`src/rtl/tx_frame_builder.sv`:
```
// Transmit frame builder: pads host frames to the Ethernet minimum, appends CRC-32 FCS
// when TX_FCS_GEN_EN is defined, and publishes each frame's byte count over req/ack.
module tx_frame_builder #(
  parameter int MIN_LEN     = 60,
  parameter int MAX_LEN     = 1514,
  parameter int SYNC_STAGES = 2
) (
  input  logic        clk,
  input  logic        rst,
  input  logic [7:0]  s_data,
  input  logic        s_valid,
  input  logic        s_last,
  output logic        s_ready,
  output logic [7:0]  fifo_wr_data,
  output logic        fifo_wr,
  input  logic        fifo_full,
  output logic [10:0] word_count,
  output logic        word_count_ready,
  input  logic        word_count_ack
);

  // Handshake: word_count is valid and held while word_count_ready=1; the transmitter
  // raises word_count_ack, ready then drops, ack falls, and the next frame may start.

`ifdef TX_FCS_GEN_EN
  localparam int PAD_TARGET = MIN_LEN;
  typedef enum logic [2:0] {S_DATA, S_PAD, S_FCS, S_REQ, S_REL} state_t;
`else
  localparam int PAD_TARGET = MIN_LEN + 4;
  typedef enum logic [2:0] {S_DATA, S_PAD, S_REQ, S_REL} state_t;
`endif

  state_t                 state_q, state_d;
  logic [10:0]            byte_cnt_q, byte_cnt_d;
  logic [10:0]            word_count_q, word_count_d;
  logic                   fifo_wr_q, fifo_wr_d;
  logic [7:0]             fifo_wr_data_q, fifo_wr_data_d;
  logic                   ready_q, ready_d;
  logic [SYNC_STAGES-1:0] ack_sync_q;
  logic                   ack_s;
  logic                   accept;

`ifdef TX_FCS_GEN_EN
  logic [31:0] crc_q, crc_d;
  logic [1:0]  fcs_idx_q, fcs_idx_d;
  logic [31:0] fcs_word;

  function automatic logic [31:0] crc_byte(input logic [31:0] c, input logic [7:0] d);
    logic [31:0] r;
    r = c;
    for (int i = 0; i < 8; i++) begin
      r = (r >> 1) ^ ((r[0] ^ d[i]) ? 32'hEDB88320 : 32'h0000_0000);
    end
    return r;
  endfunction

  assign fcs_word = ~crc_q;
`endif

  assign ack_s   = ack_sync_q[SYNC_STAGES-1];
  assign s_ready = (state_q == S_DATA) && !fifo_full && !rst;
  assign accept  = s_valid && s_ready;

  assign fifo_wr          = fifo_wr_q;
  assign fifo_wr_data     = fifo_wr_data_q;
  assign word_count       = word_count_q;
  assign word_count_ready = ready_q;

  always_comb begin
    state_d        = state_q;
    byte_cnt_d     = byte_cnt_q;
    word_count_d   = word_count_q;
    fifo_wr_d      = 1'b0;
    fifo_wr_data_d = fifo_wr_data_q;
`ifdef TX_FCS_GEN_EN
    crc_d          = crc_q;
    fcs_idx_d      = fcs_idx_q;
`endif
    // Ready rises one cycle after the last byte write and drops as soon as ack is seen.
    ready_d        = (state_q == S_REQ) && !ack_s;

    unique case (state_q)
      S_DATA: begin
        if (accept) begin
          if (byte_cnt_q < 11'(MAX_LEN)) begin
            fifo_wr_d      = 1'b1;
            fifo_wr_data_d = s_data;
            byte_cnt_d     = byte_cnt_q + 11'd1;
`ifdef TX_FCS_GEN_EN
            crc_d          = crc_byte(crc_q, s_data);
`endif
          end
          if (s_last) begin
            if (byte_cnt_d < 11'(PAD_TARGET)) begin
              state_d = S_PAD;
            end else begin
`ifdef TX_FCS_GEN_EN
              state_d = S_FCS;
`else
              state_d      = S_REQ;
              word_count_d = byte_cnt_d;
`endif
            end
          end
        end
      end
      S_PAD: begin
        if (!fifo_full) begin
          fifo_wr_d      = 1'b1;
          fifo_wr_data_d = 8'h00;
          byte_cnt_d     = byte_cnt_q + 11'd1;
`ifdef TX_FCS_GEN_EN
          crc_d          = crc_byte(crc_q, 8'h00);
`endif
          if (byte_cnt_d == 11'(PAD_TARGET)) begin
`ifdef TX_FCS_GEN_EN
            state_d = S_FCS;
`else
            state_d      = S_REQ;
            word_count_d = byte_cnt_d;
`endif
          end
        end
      end
`ifdef TX_FCS_GEN_EN
      S_FCS: begin
        // CRC is frozen here; the complemented value goes out least significant byte first.
        if (!fifo_full) begin
          fifo_wr_d      = 1'b1;
          fifo_wr_data_d = fcs_word[{fcs_idx_q, 3'b000} +: 8];
          byte_cnt_d     = byte_cnt_q + 11'd1;
          fcs_idx_d      = fcs_idx_q + 2'd1;
          if (fcs_idx_q == 2'd3) begin
            state_d      = S_REQ;
            word_count_d = byte_cnt_d;
          end
        end
      end
`endif
      S_REQ: begin
        if (ack_s) state_d = S_REL;
      end
      S_REL: begin
        if (!ack_s) begin
          byte_cnt_d = 11'd0;
`ifdef TX_FCS_GEN_EN
          crc_d      = 32'hFFFF_FFFF;
`endif
          state_d    = S_DATA;
        end
      end
      default: state_d = S_DATA;
    endcase
  end

  always_ff @(posedge clk) begin
    if (rst) begin
      state_q        <= S_DATA;
      byte_cnt_q     <= 11'd0;
      word_count_q   <= 11'd0;
      fifo_wr_q      <= 1'b0;
      fifo_wr_data_q <= 8'h00;
      ready_q        <= 1'b0;
      ack_sync_q     <= '0;
`ifdef TX_FCS_GEN_EN
      crc_q          <= 32'hFFFF_FFFF;
      fcs_idx_q      <= 2'd0;
`endif
    end else begin
      state_q        <= state_d;
      byte_cnt_q     <= byte_cnt_d;
      word_count_q   <= word_count_d;
      fifo_wr_q      <= fifo_wr_d;
      fifo_wr_data_q <= fifo_wr_data_d;
      ready_q        <= ready_d;
      ack_sync_q     <= {ack_sync_q[SYNC_STAGES-2:0], word_count_ack};
`ifdef TX_FCS_GEN_EN
      crc_q          <= crc_d;
      fcs_idx_q      <= fcs_idx_d;
`endif
    end
  end

endmodule

```
`config.mk`:
```
export PLATFORM = sky130hd
export DESIGN_NAME = tx_frame_builder
export DESIGN_NICKNAME = d
export VERILOG_FILES = /design/src/rtl/tx_frame_builder.sv
export SDC_FILE = /design/constraint.sdc
export NUM_CORES = 1
export LEC_CHECK = 0
export CAP_MARGIN = 20
export CELL_PAD_IN_SITES_DETAIL_PLACEMENT = 1
export CELL_PAD_IN_SITES_GLOBAL_PLACEMENT = 1
export CORE_UTILIZATION = 40
export CTS_CLUSTER_SIZE = 28
export DETAILED_ROUTE_END_ITERATION = 8
export GPL_ROUTABILITY_DRIVEN = 1
export PLACE_DENSITY_LB_ADDON = 0.1
export SKIP_CTS_REPAIR_TIMING = 1
export SLEW_MARGIN = 20
export SYNTH_ARGS = -nofsm -noshare
export SYNTH_HDL_FRONTEND = slang
export SYNTH_SLANG_ARGS = --single-unit
```
`constraint.sdc`:
```
create_clock -name clk -period 2.6 [get_ports clk]
set_clock_uncertainty 0.15 [all_clocks]
set_input_delay 0.52 -clock clk [delete_from_list [all_inputs] [get_ports clk]]
set_output_delay 0.52 -clock clk [all_outputs]
set_load 0.01 [all_outputs]
```
# Yosys cells after proc, flatten, opt, wreduce, memory -nomap -nowiden
# Cells that the tools add are included.
# totals
reg_bits	37
latchBits	0
ramBits	0
romBits	0
inputBits	14
out_inout_bits	22
word_cells	65
memories	0
# op_classes
addsub	1
multipliers	0
n_div	0
n_lt_le_gt_ge	2
n_eq_ne	12
shift	0
n_mux	29
bitwise	0
reduce_logical	14
# ops
op	n
$mux 11	11
$pmux 11 s3	1
$mux 8	3
$pmux 11 s2	1
$mux 3	6
$pmux 8 s2	1
$ne 2x2->1 const B	7
$pmux 3 s4	1
$reduce_and 6->1	2
$add 11x1->11 const B	1
$eq 11x7->1 const B	1
$lt 11x11->1 const B	1
$lt 11x7->1 const B	1
$reduce_and 4->1	2
$eq 3x2->1 const B	2
$logic_and 1x1->1	4
$eq 3x1->1 const B	1
$logic_not 1->1	3
$logic_not 3->1	1
$mux 1	3
$reduce_bool 3->1	1
$mux 2	1
$ne 2x1->1 const B	1
$pmux 1 s2	1
$reduce_bool 2->1	1

# Longest topological paths before layout
# depth
ltp_word	11
mapped_depth	9

# Least setup slack after synthesis
# OpenSTA, ideal clock, no wires.
# synth_timing
path_kind	input-to-reg
startpoint	input fifo_full
endpoint	register state_q[0]
arrival_time_ns	2.079
t_required_ns	2.329
slack_ns	0.249
stages	6
cell_sequence	or3b_2 -> o21a_1 -> nor4_1 -> a31o_4 -> nand3_4 -> mux2_4
# synth_via
elab_chain_len	6
# synth_rtl
element	line_no	source
start: declaration	16	input logic fifo_full,
$logic_not 1->1	--	
$logic_and 1x1->1 (2 in series)	61	assign s_ready = (state_q == S_DATA) && !fifo_full && !rst;
$logic_and 1x1->1	62	assign accept = s_valid && s_ready;
$ne 2x2->1 (no line)	--	
$reduce_and 6->1 (no line) *	--	
end signal: assignment	170	state_q <= state_d;
end: declaration	33	state_t state_q, state_d;
# Every way passes the cells marked *; elsewhere a longest branch is shown, timed or not.
# A chain may end at the register's enable or synchronous reset.

# Worst setup path after layout
# layout_timing
startpoint	input fifo_full
endpoint	output s_ready
# layout_via
elab_chain_len	3
# layout_rtl
element	line_no	source
$logic_not 1->1	--	
$logic_and 1x1->1 (2 in series)	61	
end: declaration	13	output logic s_ready,
# Every way passes these cells.

==> results.yml <==
cts:
  clkSlewWorstSetupHoldPaths_ns: 0.07
  clock_path_buffers: 2
  htreeDepth: 2
  clkLatencyLatePin_ns: 0.29
  cts_sinks: 36
  root_buffer: "clkbuf_8"
  cts_buffers: 5
  cts_tree: "built"
worst_setup_path:
  cpMostUsedCell: "clkdlybuf4s50_1"
  cp_slowest_cell: "clkdlybuf4s50_1"
  path_buf_inv: 3
  worstPathMaxFanout: 5
  cp-start-kind: "input port"
  required_ns: 1.93
  cpPeakStageDelay_ns: 0.56
  cp.arrival_ns: 1.87
  endpoint_kind: "output pin"
  worstSetupPathType: "input port to output pin"
  path_delay_family: "buffers and inverters"
  worstPathCellList: "clkdlybuf4s50_1, buf_4, nor3b_1, clkdlybuf4s50_1"
timing:
  hold_viol_final: 0
  finalCritPeriodShare_pct: 97.9
  slew_headroom_pct: 71.1
  period_needed_ns: 2.54
  grt_setup_unrepaired: "no"
  drv_slew: 0
  setup_slack_ns: 0.0551
  maxClockFrequency_mhz: 393
  setup_viol: 0
  worstMarginPinSlew_ns: 0.434
hold_path:
  hold_path_class: "flip-flop to flip-flop"
layout:
  nFillCells: 644
  nNetsFinal: 329
  drive_above_1_share_pct: 21.4
  syn_to_final_growth_pct: 35.1
  antenna_cells: 0
global_route:
  antenna_found_initial: 0
  grt_pass1_wl_mm: 10.3
  gr-total-overflow: 0
  grt_pass1_vias: 2104
  grt_max_degree: 40
  grt.total_usage_pct: 24.5
place:
  port_buffers: 35
  post-place-ws_ns: -0.285
  place_congestion: 0.871
  dp_hpwl_mm: 4.92
synthesis:
  netlist.area_leader.share_pct: 33.7
  yosysMostFrequentCell: "dfxtp_1"
  netlist_instances: 248
  yosys-top-cells-count: "dfxtp_1, nor2_1, a21oi_1, o21ai_0"
  yosys_warnings: 0
  async_reset_ff_share_pct: 0
  synth_area_leader_cell: "dfxtp_1"
  syn_area_um2: 2140
  synth_nets: 269
  synth_seq_cells: 36
  synth.area.top_cells: "dfxtp_1, mux2i_1, a21oi_1, ha_1, nor2_1"
  synth.distinct_cells: 55
  synth-edff-count: 0
  synth-main-ff-cell: "dfxtp_1"
  syn_avg_cell_area_um2: 8.63
  ys_seq_area_share_pct: 33.7
die:
  start_util_pct: 41.7
  die-height_um: 75.2
  design.portCount: 36
  fp.dieArea_um2: 5650
  coreArea_um2: 5140
  num_rows: 26
  dieWidth_um: 75.2
status:
  status: "completed"
drt:
  via_per_inst: 5.49
  wl_per_cell_um: 17.1
  route.vias.total: 2079
  totalWireLength_mm: 6.47
  post-route-drc-count: 0
  dr.pass1.iters: 4
  drt_iter0_drc: 47
  postRouteAntennaNets: 0
run:
  max_cap_viol_count: 0
power_and_ir_drop:
  p_leak_nw: 1.04
  max-vdd-ir-drop_v: 0.000390
  power_mw: 1.94
  power_density_nw_per_um2: 670
## metal layers
| metal | track usage [%] | part of all wire (%) | wire length [um] |
|---|---|---|---|
| met4 | 8.02 | 1.6 | 105 |
| met2 | 45.0 | 51 | 3320 |
| met1 | 28.8 | 44 | 2820 |
| met5 | 0 | 0 | 0 |
| met3 | 4.28 | 3.4 | 218 |
## sequential cells by signal, summed over array words and instances (netlist names)
signal            cells
byte_cnt_q           11
ack_sync_q            2
fifo_wr               1
state_q               2
word_count           11
word_count_ready      1
fifo_wr_data          8
## cell usage in the layout (no fill, tap or decap), drive strengths merged, types with 9 or more instances in the layout
| master | n |
|---|---|
| dfxtp | 36 |
| clkdlybuf4s50 | 35 |
| buf | 35 |
| nor2 | 23 |
| a21oi | 20 |
| o21ai | 17 |
| nand3 | 13 |
| nor2b | 11 |
| mux2i | 10 |
| nor3 | 10 |
| nand2 | 9 |
## report_power, final
part	switching (mW)	internal, mW	total (mW)
Sequential	0.0358	0.594	0.629
Combinational	0.446	0.366	0.812
Clock	0.212	0.285	0.497
## worst paths after layout
path | start | end | slack, ns | depth (start not counted)
max | fifo_full | s_ready | 0.06 | 4
max reg2reg | state_q[1] | byte_cnt_q[7] | 0.18 | 7
min reg2reg | ack_sync_q[0] | ack_sync_q[1] | 0.30 | 1
min | ack_sync_q[0] | ack_sync_q[1] | 0.30 | 1
## per-stage QoR
step / utilization, % / hold WS, ns / std cells / instance area [um2] / TNS [ns]
after floorplan: - / 0.264 / 248 / 2140 / 0
after global placement: 52.9 / 0.281 / 370 / 2720 / -2.91
after detailed placement: 52.9 / 0.290 / 370 / 2720 / -3.72
after CTS: 55.0 / 0.309 / 378 / 2830 / -0.0642
after global routing: 56.3 / 0.315 / 379 / 2890 / 0
final: 56.3 / 0.303 / 379 / 2890 / 0
## area by class of cell
cell class                 instances  area (um2)  area share [%]
clock buffer                       6        72.6            2.51
sequential                        36         723            25.0
inverter                           8        30.0            1.04
clock inverter                     2        35.0            1.21
multi-input combinational        187        1330            45.9
tap                               70        87.6            3.03
timing repair buffer              70         617            21.3
## logic make-up after synthesis
logic type / Yosys count / synth area share (%)
xor gates and xnor gates: 11 / 4.50
AOI/OAI and AO/OA: 70 / 22.9
buffers and inverters: 25 / 6.78
adders and majority gates: 7 / 4.09
muxes: 11 / 5.38
DFF: 36 / 33.7
and+or+nand+nor: 88 / 22.7
No activity file was read; power rests on OpenSTA's default activity.
==> RTL edit 1 (same flow settings) <==
`SYNC_STAGES`: 2 -> 4.
--- a/src/rtl/tx_frame_builder.sv
+++ b/src/rtl/tx_frame_builder.sv
@@ -3,7 +3,7 @@
 module tx_frame_builder #(
   parameter int MIN_LEN     = 60,
   parameter int MAX_LEN     = 1514,
-  parameter int SYNC_STAGES = 2
+  parameter int SYNC_STAGES = 4
 ) (
   input  logic        clk,
   input  logic        rst,
Formal check against the unedited RTL: no difference found for any inputs over 10 cycles, from zero or initial values and one cycle with rst high; that may be too few to reach the edited logic, so the function may still have changed.
==> RTL edit 1 against the original RTL <==
Global-route usage is 1.5 points lower; synthesized area up 4.4%; count of clock-buffer cells in the layout unchanged; power rose by 13%; routed wire length up 1.9%; sequential cell count increased by 2; setup slack improved by 39 ps; hold slack got worse by 11 ps; design area is 3.0% higher; critical path type is now reg2out.
==> RTL edit 1: results (changes against the original RTL) <==
{| class="wikitable"
! Metric !! Value
|-
| Launch point of the critical path || state_q[0]$_SDFFE_PP0P_ (was fifo_full)
|-
| Critical register-to-register path endpoint || word_count[9]$_SDFFE_PP0P_ (was byte_cnt_q[7]$_SDFFE_PP0P_)
|-
| Arrival time reported for the critical path endpoint || 1840 ps (was 1870 ps)
|-
| R2R cell count || 8 (was 7)
|-
| Mean number of vias per cell || 5.61 (was 5.49)
|-
| Placed cell area || 2820 sq um (was 2720 sq um)
|-
| Avg WL per Cell || 17.0 um (was 17.1 um)
|-
| Outcome || completed (unchanged)
|-
| Routability-driven placement congestion ratio || 0.876 (was 0.871)
|-
| Hold wc startpoint || ack_sync_q[2]$_SDFF_PP0_ (was ack_sync_q[0]$_SDFF_PP0_)
|-
| Final HPWL DP || 5070 um (was 4920 um)
|-
| Worst VDD drop || 0.000502 V (was 0.000390 V)
|-
| Critical R2R Launch || byte_cnt_q[2]$_SDFFE_PP0P_ (was state_q[1]$_SDFFE_PP0P_)
|-
| Worst Path Max Fanout || 6 (was 5)
|-
| Tot GR Track Use || 23.0% (was 24.5%)
|-
| Worst max-slew margin expressed relative to the limit || 63.7% (was 71.1%)
|-
| Number of different library cells in the post-synthesis netlist || 59 (was 55)
|-
| Total nets after synthesis || 288 (was 269)
|-
| Sequential area share after synthesis || 34.0% (was 33.7%)
|-
| Net total in the final layout || 339 (was 329)
|-
| DRC violation total after the first TritonRoute iteration || 116 (was 47)
|-
| Leak || 1.12 nW (was 1.04 nW)
|-
| Largest net degree at the start of global routing || 29 (was 40)
|-
| Worst Hold Endpoint || ack_sync_q[3]$_SDFF_PP0_ (was ack_sync_q[1]$_SDFF_PP0_)
|-
| Reg-to-reg setup timing slack || 140 ps (was 180 ps)
|-
| Tightest hold margin || 291 ps (was 303 ps)
|-
| Met1 global-route usage || 30.3% (was 28.8%)
|-
| Met3 capacity usage during global routing || 3.33% (was 4.28%)
|-
| First-pass GRT wire length || 10800 um (was 10300 um)
|}
## RTL edit 1: cell count changes after synthesis, sizes merged, moves of 4 or more
| cell | before | now |
|---|---|---|
| a31oi | 5 | 0 |
| a21oi | 20 | 24 |
| o21ai | 17 | 10 |
| nor2 | 23 | 29 |
## RTL edit 1: metrics by stage
step | util [%] | power (mW) | std cells | TNS (ps) | worst slack, ps
floorplan | - | 1.28 | 267 | 0 | 248
finish | 56.9 | 2.19 | 388 | 0 | 94.5
global route | 56.9 | 2.32 | 388 | -20.3 | -20.3
detailed placement | 53.8 | 1.66 | 381 | 0 | 14.8
CTS | 55.9 | 2.17 | 388 | -120 | -90.3
global placement | 53.8 | 1.63 | 381 | 0 | 101
## RTL edit 1: kinds of logic after synthesis
| logic type | after synthesis | synth area share (%) |
|---|---|---|
| xor+xnor | 10 | 3.92 |
| mux | 9 | 4.03 |
| simple gates | 102 | 24.8 |
| buf+inv | 27 | 5.48 |
| compound gates | 74 | 23.8 |
| fa+ha+maj | 7 | 3.92 |
| flops | 38 | 34.0 |
## RTL edit 1: cell type report
class	count	area share, %
sequential	38	25.6
multi-input combinational	202	47.0
clock inverter	1	1.01
tap	70	2.94
clock buffer	6	2.77
timing repair buffer	63	19.7
inverter	8	1.01
## RTL edit 1: metal layers
layer / vias to the layer above / wire [um]
met2: 42 / 3190
met4: 0 / 120
met1: 1048 / 3030
met3: 10 / 254
met5: - / 0
li1: 1077 / -
## RTL edit 1: report_power, final
| group | total, mW | internal [mW] | switching, mW | leakage, nW |
|---|---|---|---|---|
| clock network | 0.512 | 0.307 | 0.205 | 0.0573 |
| logic | 0.992 | 0.452 | 0.540 | 0.756 |
| registers | 0.686 | 0.642 | 0.0434 | 0.308 |
| total | 2.19 | 1.40 | 0.789 | 1.12 |
==> RTL edit 2 (same flow settings) <==
Made on the original files. The 4 states of `state_t` get a one-hot encoding in 4 bits.
--- a/src/rtl/tx_frame_builder.sv
+++ b/src/rtl/tx_frame_builder.sv
@@ -27,7 +27,7 @@
   typedef enum logic [2:0] {S_DATA, S_PAD, S_FCS, S_REQ, S_REL} state_t;
 `else
   localparam int PAD_TARGET = MIN_LEN + 4;
-  typedef enum logic [2:0] {S_DATA, S_PAD, S_REQ, S_REL} state_t;
+  typedef enum logic [3:0] {S_DATA = 4'b0001, S_PAD = 4'b0010, S_REQ = 4'b0100, S_REL = 4'b1000} state_t;
 `endif
 
   state_t                 state_q, state_d;
Function: same outputs for any inputs over 10 cycles, from zero or initial values and one cycle with rst high; not proved beyond that.
==> RTL edit 2 against the original RTL <==
Power up 2.2%; die area up 2.3%; combinational power up 3.0%; routed wire length down 6.7%; setup slack better by 140 ps; sequential power up 5.4%; sequential cell count up 2; global-route usage down 2.4 points; clock power down 3%; design area down 2.2%; critical endpoint is now state_q[1]$_SDFFE_PP0P_; synthesized area up 2.4%.
==> RTL edit 2: results (changes against the original RTL) <==
{| class="wikitable"
! Metric !! Value
|-
| Clock transition at the registers of the reported paths || 70 ps (about the same)
|-
| Tot GR Track Use || 22.1% (was 24.5%)
|-
| Worst Path Max Fanout || 8 (was 5)
|-
| DRC violation total after the first TritonRoute iteration || 88 (was 47)
|-
| I/O Buffers || 35 (unchanged)
|-
| Share of post-route cells with drive strength above 1 || 15.1% (was 21.4%)
|-
| CP delay by family, top || compound AO/OA/AOI/OAI gates (was buffers and inverters)
|-
| Largest net degree at the start of global routing || 23 (was 40)
|-
| Cells after synthesis || 268 (was 248)
|-
| Vias || 2132 (was 2079)
|-
| Arrival time reported for the critical path endpoint || 2440 ps (was 1870 ps)
|-
| Highest metal layer with signal wires || met4 (unchanged)
|-
| Top cells by area, synth || sky130_fd_sc_hd__dfxtp_1 35%, sky130_fd_sc_hd__mux2i_1 5.9%, sky130_fd_sc_hd__o21ai_0 5.9% (was sky130_fd_sc_hd__dfxtp_1 34%, sky130_fd_sc_hd__mux2i_1 4.7%, sky130_fd_sc_hd__a21oi_1 4.4%)
|-
| Routability-driven placement congestion ratio || 0.838 (was 0.871)
|-
| Instance count after placement with tap cells included || 372 (was 370)
|-
| Outcome || completed (unchanged)
|-
| Sequential area share after synthesis || 34.7% (was 33.7%)
|-
| Mean number of vias per cell || 5.60 (was 5.49)
|-
| Delay of the slowest critical-path stage || 410 ps (was 560 ps)
|-
| First-pass GRT wire length || 10200 um (was 10300 um)
|-
| Leak || 1.09 nW (was 1.04 nW)
|-
| Initial antenna violation count || 0 (unchanged)
|-
| Warnings, synthesis || 0 (unchanged)
|-
| Final HPWL DP || 4220 um (was 4920 um)
|-
| Critical path type || reg2reg (was in2out)
|-
| M1 wire length || 2930 um (was 2820 um)
|-
| H-tree Lvls || 2 (unchanged)
|-
| Avg WL per Cell || 15.8 um (was 17.1 um)
|-
| Metal2 WL || 2810 um (was 3320 um)
|-
| WL met3 || 188 um (was 218 um)
|-
| Total nets after synthesis || 284 (was 269)
|-
| Clock latency at the later pin of the worst-skew pair || 300 ps
|-
| Worst VDD drop || 0.000313 V (was 0.000390 V)
|-
| Number of different library cells in the post-synthesis netlist || 56 (was 55)
|-
| Slowest CP cell || sky130_fd_sc_hd__dfxtp_2 (was sky130_fd_sc_hd__clkdlybuf4s50_1)
|-
| Worst max-slew margin expressed relative to the limit || 50.0% (was 71.1%)
|-
| Net total in the final layout || 326 (was 329)
|-
| Diode count || 0 (unchanged)
|-
| Most frequent cells after synthesis || 38 x sky130_fd_sc_hd__dfxtp_1, 32 x sky130_fd_sc_hd__nand2_1, 26 x sky130_fd_sc_hd__o21ai_0 (was 36 x sky130_fd_sc_hd__dfxtp_1, 23 x sky130_fd_sc_hd__nor2_1, 19 x sky130_fd_sc_hd__a21oi_1)
|-
| Tightest Hold Check Type || reg2reg (unchanged)
|}
## RTL edit 2: cell types whose count changed after synthesis, sizes merged, moves of 6 or more
cell    change
clkbuf     +11
nand2      +23
nand3       -7
nand4b      +9
nor2       -12
nor2b       -6
o21ai      +10
xnor2       -6
## RTL edit 2: area by class of cell
| class | count | area, sq um |
|---|---|---|
| well taps | 70 | 87.6 |
| clock buffers | 8 | 110 |
| inverters | 8 | 30.0 |
| multi-input cells | 198 | 1290 |
| fillers | 637 | 2380 |
| repair buffers | 59 | 546 |
| flip-flops and latches | 38 | 762 |
## RTL edit 2: cell families (layout without fill, tap and decap cells)
| kind of cell | after synthesis | after routing | synth area share, % |
|---|---|---|---|
| flops | 38 | 38 | 34.7 |
| xor+xnor | 3 | 3 | 1.20 |
| buf+inv | 32 | 75 | 6.68 |
| simple gates | 96 | 96 | 25.2 |
| compound gates | 83 | 83 | 24.6 |
| mux | 14 | 14 | 6.45 |
| fa+ha+maj | 2 | 2 | 1.14 |
## RTL edit 2: final timing paths
check	slack, ps	depth (start not counted)	end	from
worst min-delay path	300	1	ack_sync_q[1]$_SDFF_PP0_	ack_sync_q[0]$_SDFF_PP0_
worst min register to register	300	1	ack_sync_q[1]$_SDFF_PP0_	ack_sync_q[0]$_SDFF_PP0_
worst max register to register	200	7	state_q[1]$_SDFFE_PP0P_	byte_cnt_q[1]$_SDFFE_PP0P_
worst max-delay path	200	7	state_q[1]$_SDFFE_PP0P_	byte_cnt_q[1]$_SDFFE_PP0P_
## RTL edit 2: per-stage QoR
stage          util, %  cell area [sq um]  setup WS (ps)  power [mW]
6_report          54.3               2830            198        1.98
5_1_grt           54.3               2830           37.0        2.10
4_1_cts           54.0               2810           -131        1.97
3_5_place_dp      51.9               2700           55.2        1.48
3_3_place_gp      51.9               2700            125        1.46
2_1_floorplan        -               2190            108        1.18
## RTL edit 2: power breakdown
group	switching (mW)	internal, mW
clock network	0.215	0.268
logic	0.470	0.366
registers	0.0351	0.628
total	0.720	1.26
## RTL edit 2: worst register-to-register path, cell delays in order (launching register included)
cell and delay (ps):
sky130_fd_sc_hd__dfxtp_2 410, sky130_fd_sc_hd__ha_1 250, sky130_fd_sc_hd__nand2_1 150, sky130_fd_sc_hd__or3_1 360
sky130_fd_sc_hd__o2bb2ai_1 200, sky130_fd_sc_hd__o41a_1 360, sky130_fd_sc_hd__o211a_1 230, sky130_fd_sc_hd__a41o_1 200
## RTL edit 2: metal layers
| metal | vias to the layer above | track usage [%] |
|---|---|---|
| met3 | 9 | 4.07 |
| met1 | 1034 | 28.5 |
| met2 | 35 | 36.8 |
| met5 | - | 0 |
| li1 | 1054 | - |
| met4 | 0 | 7.69 |
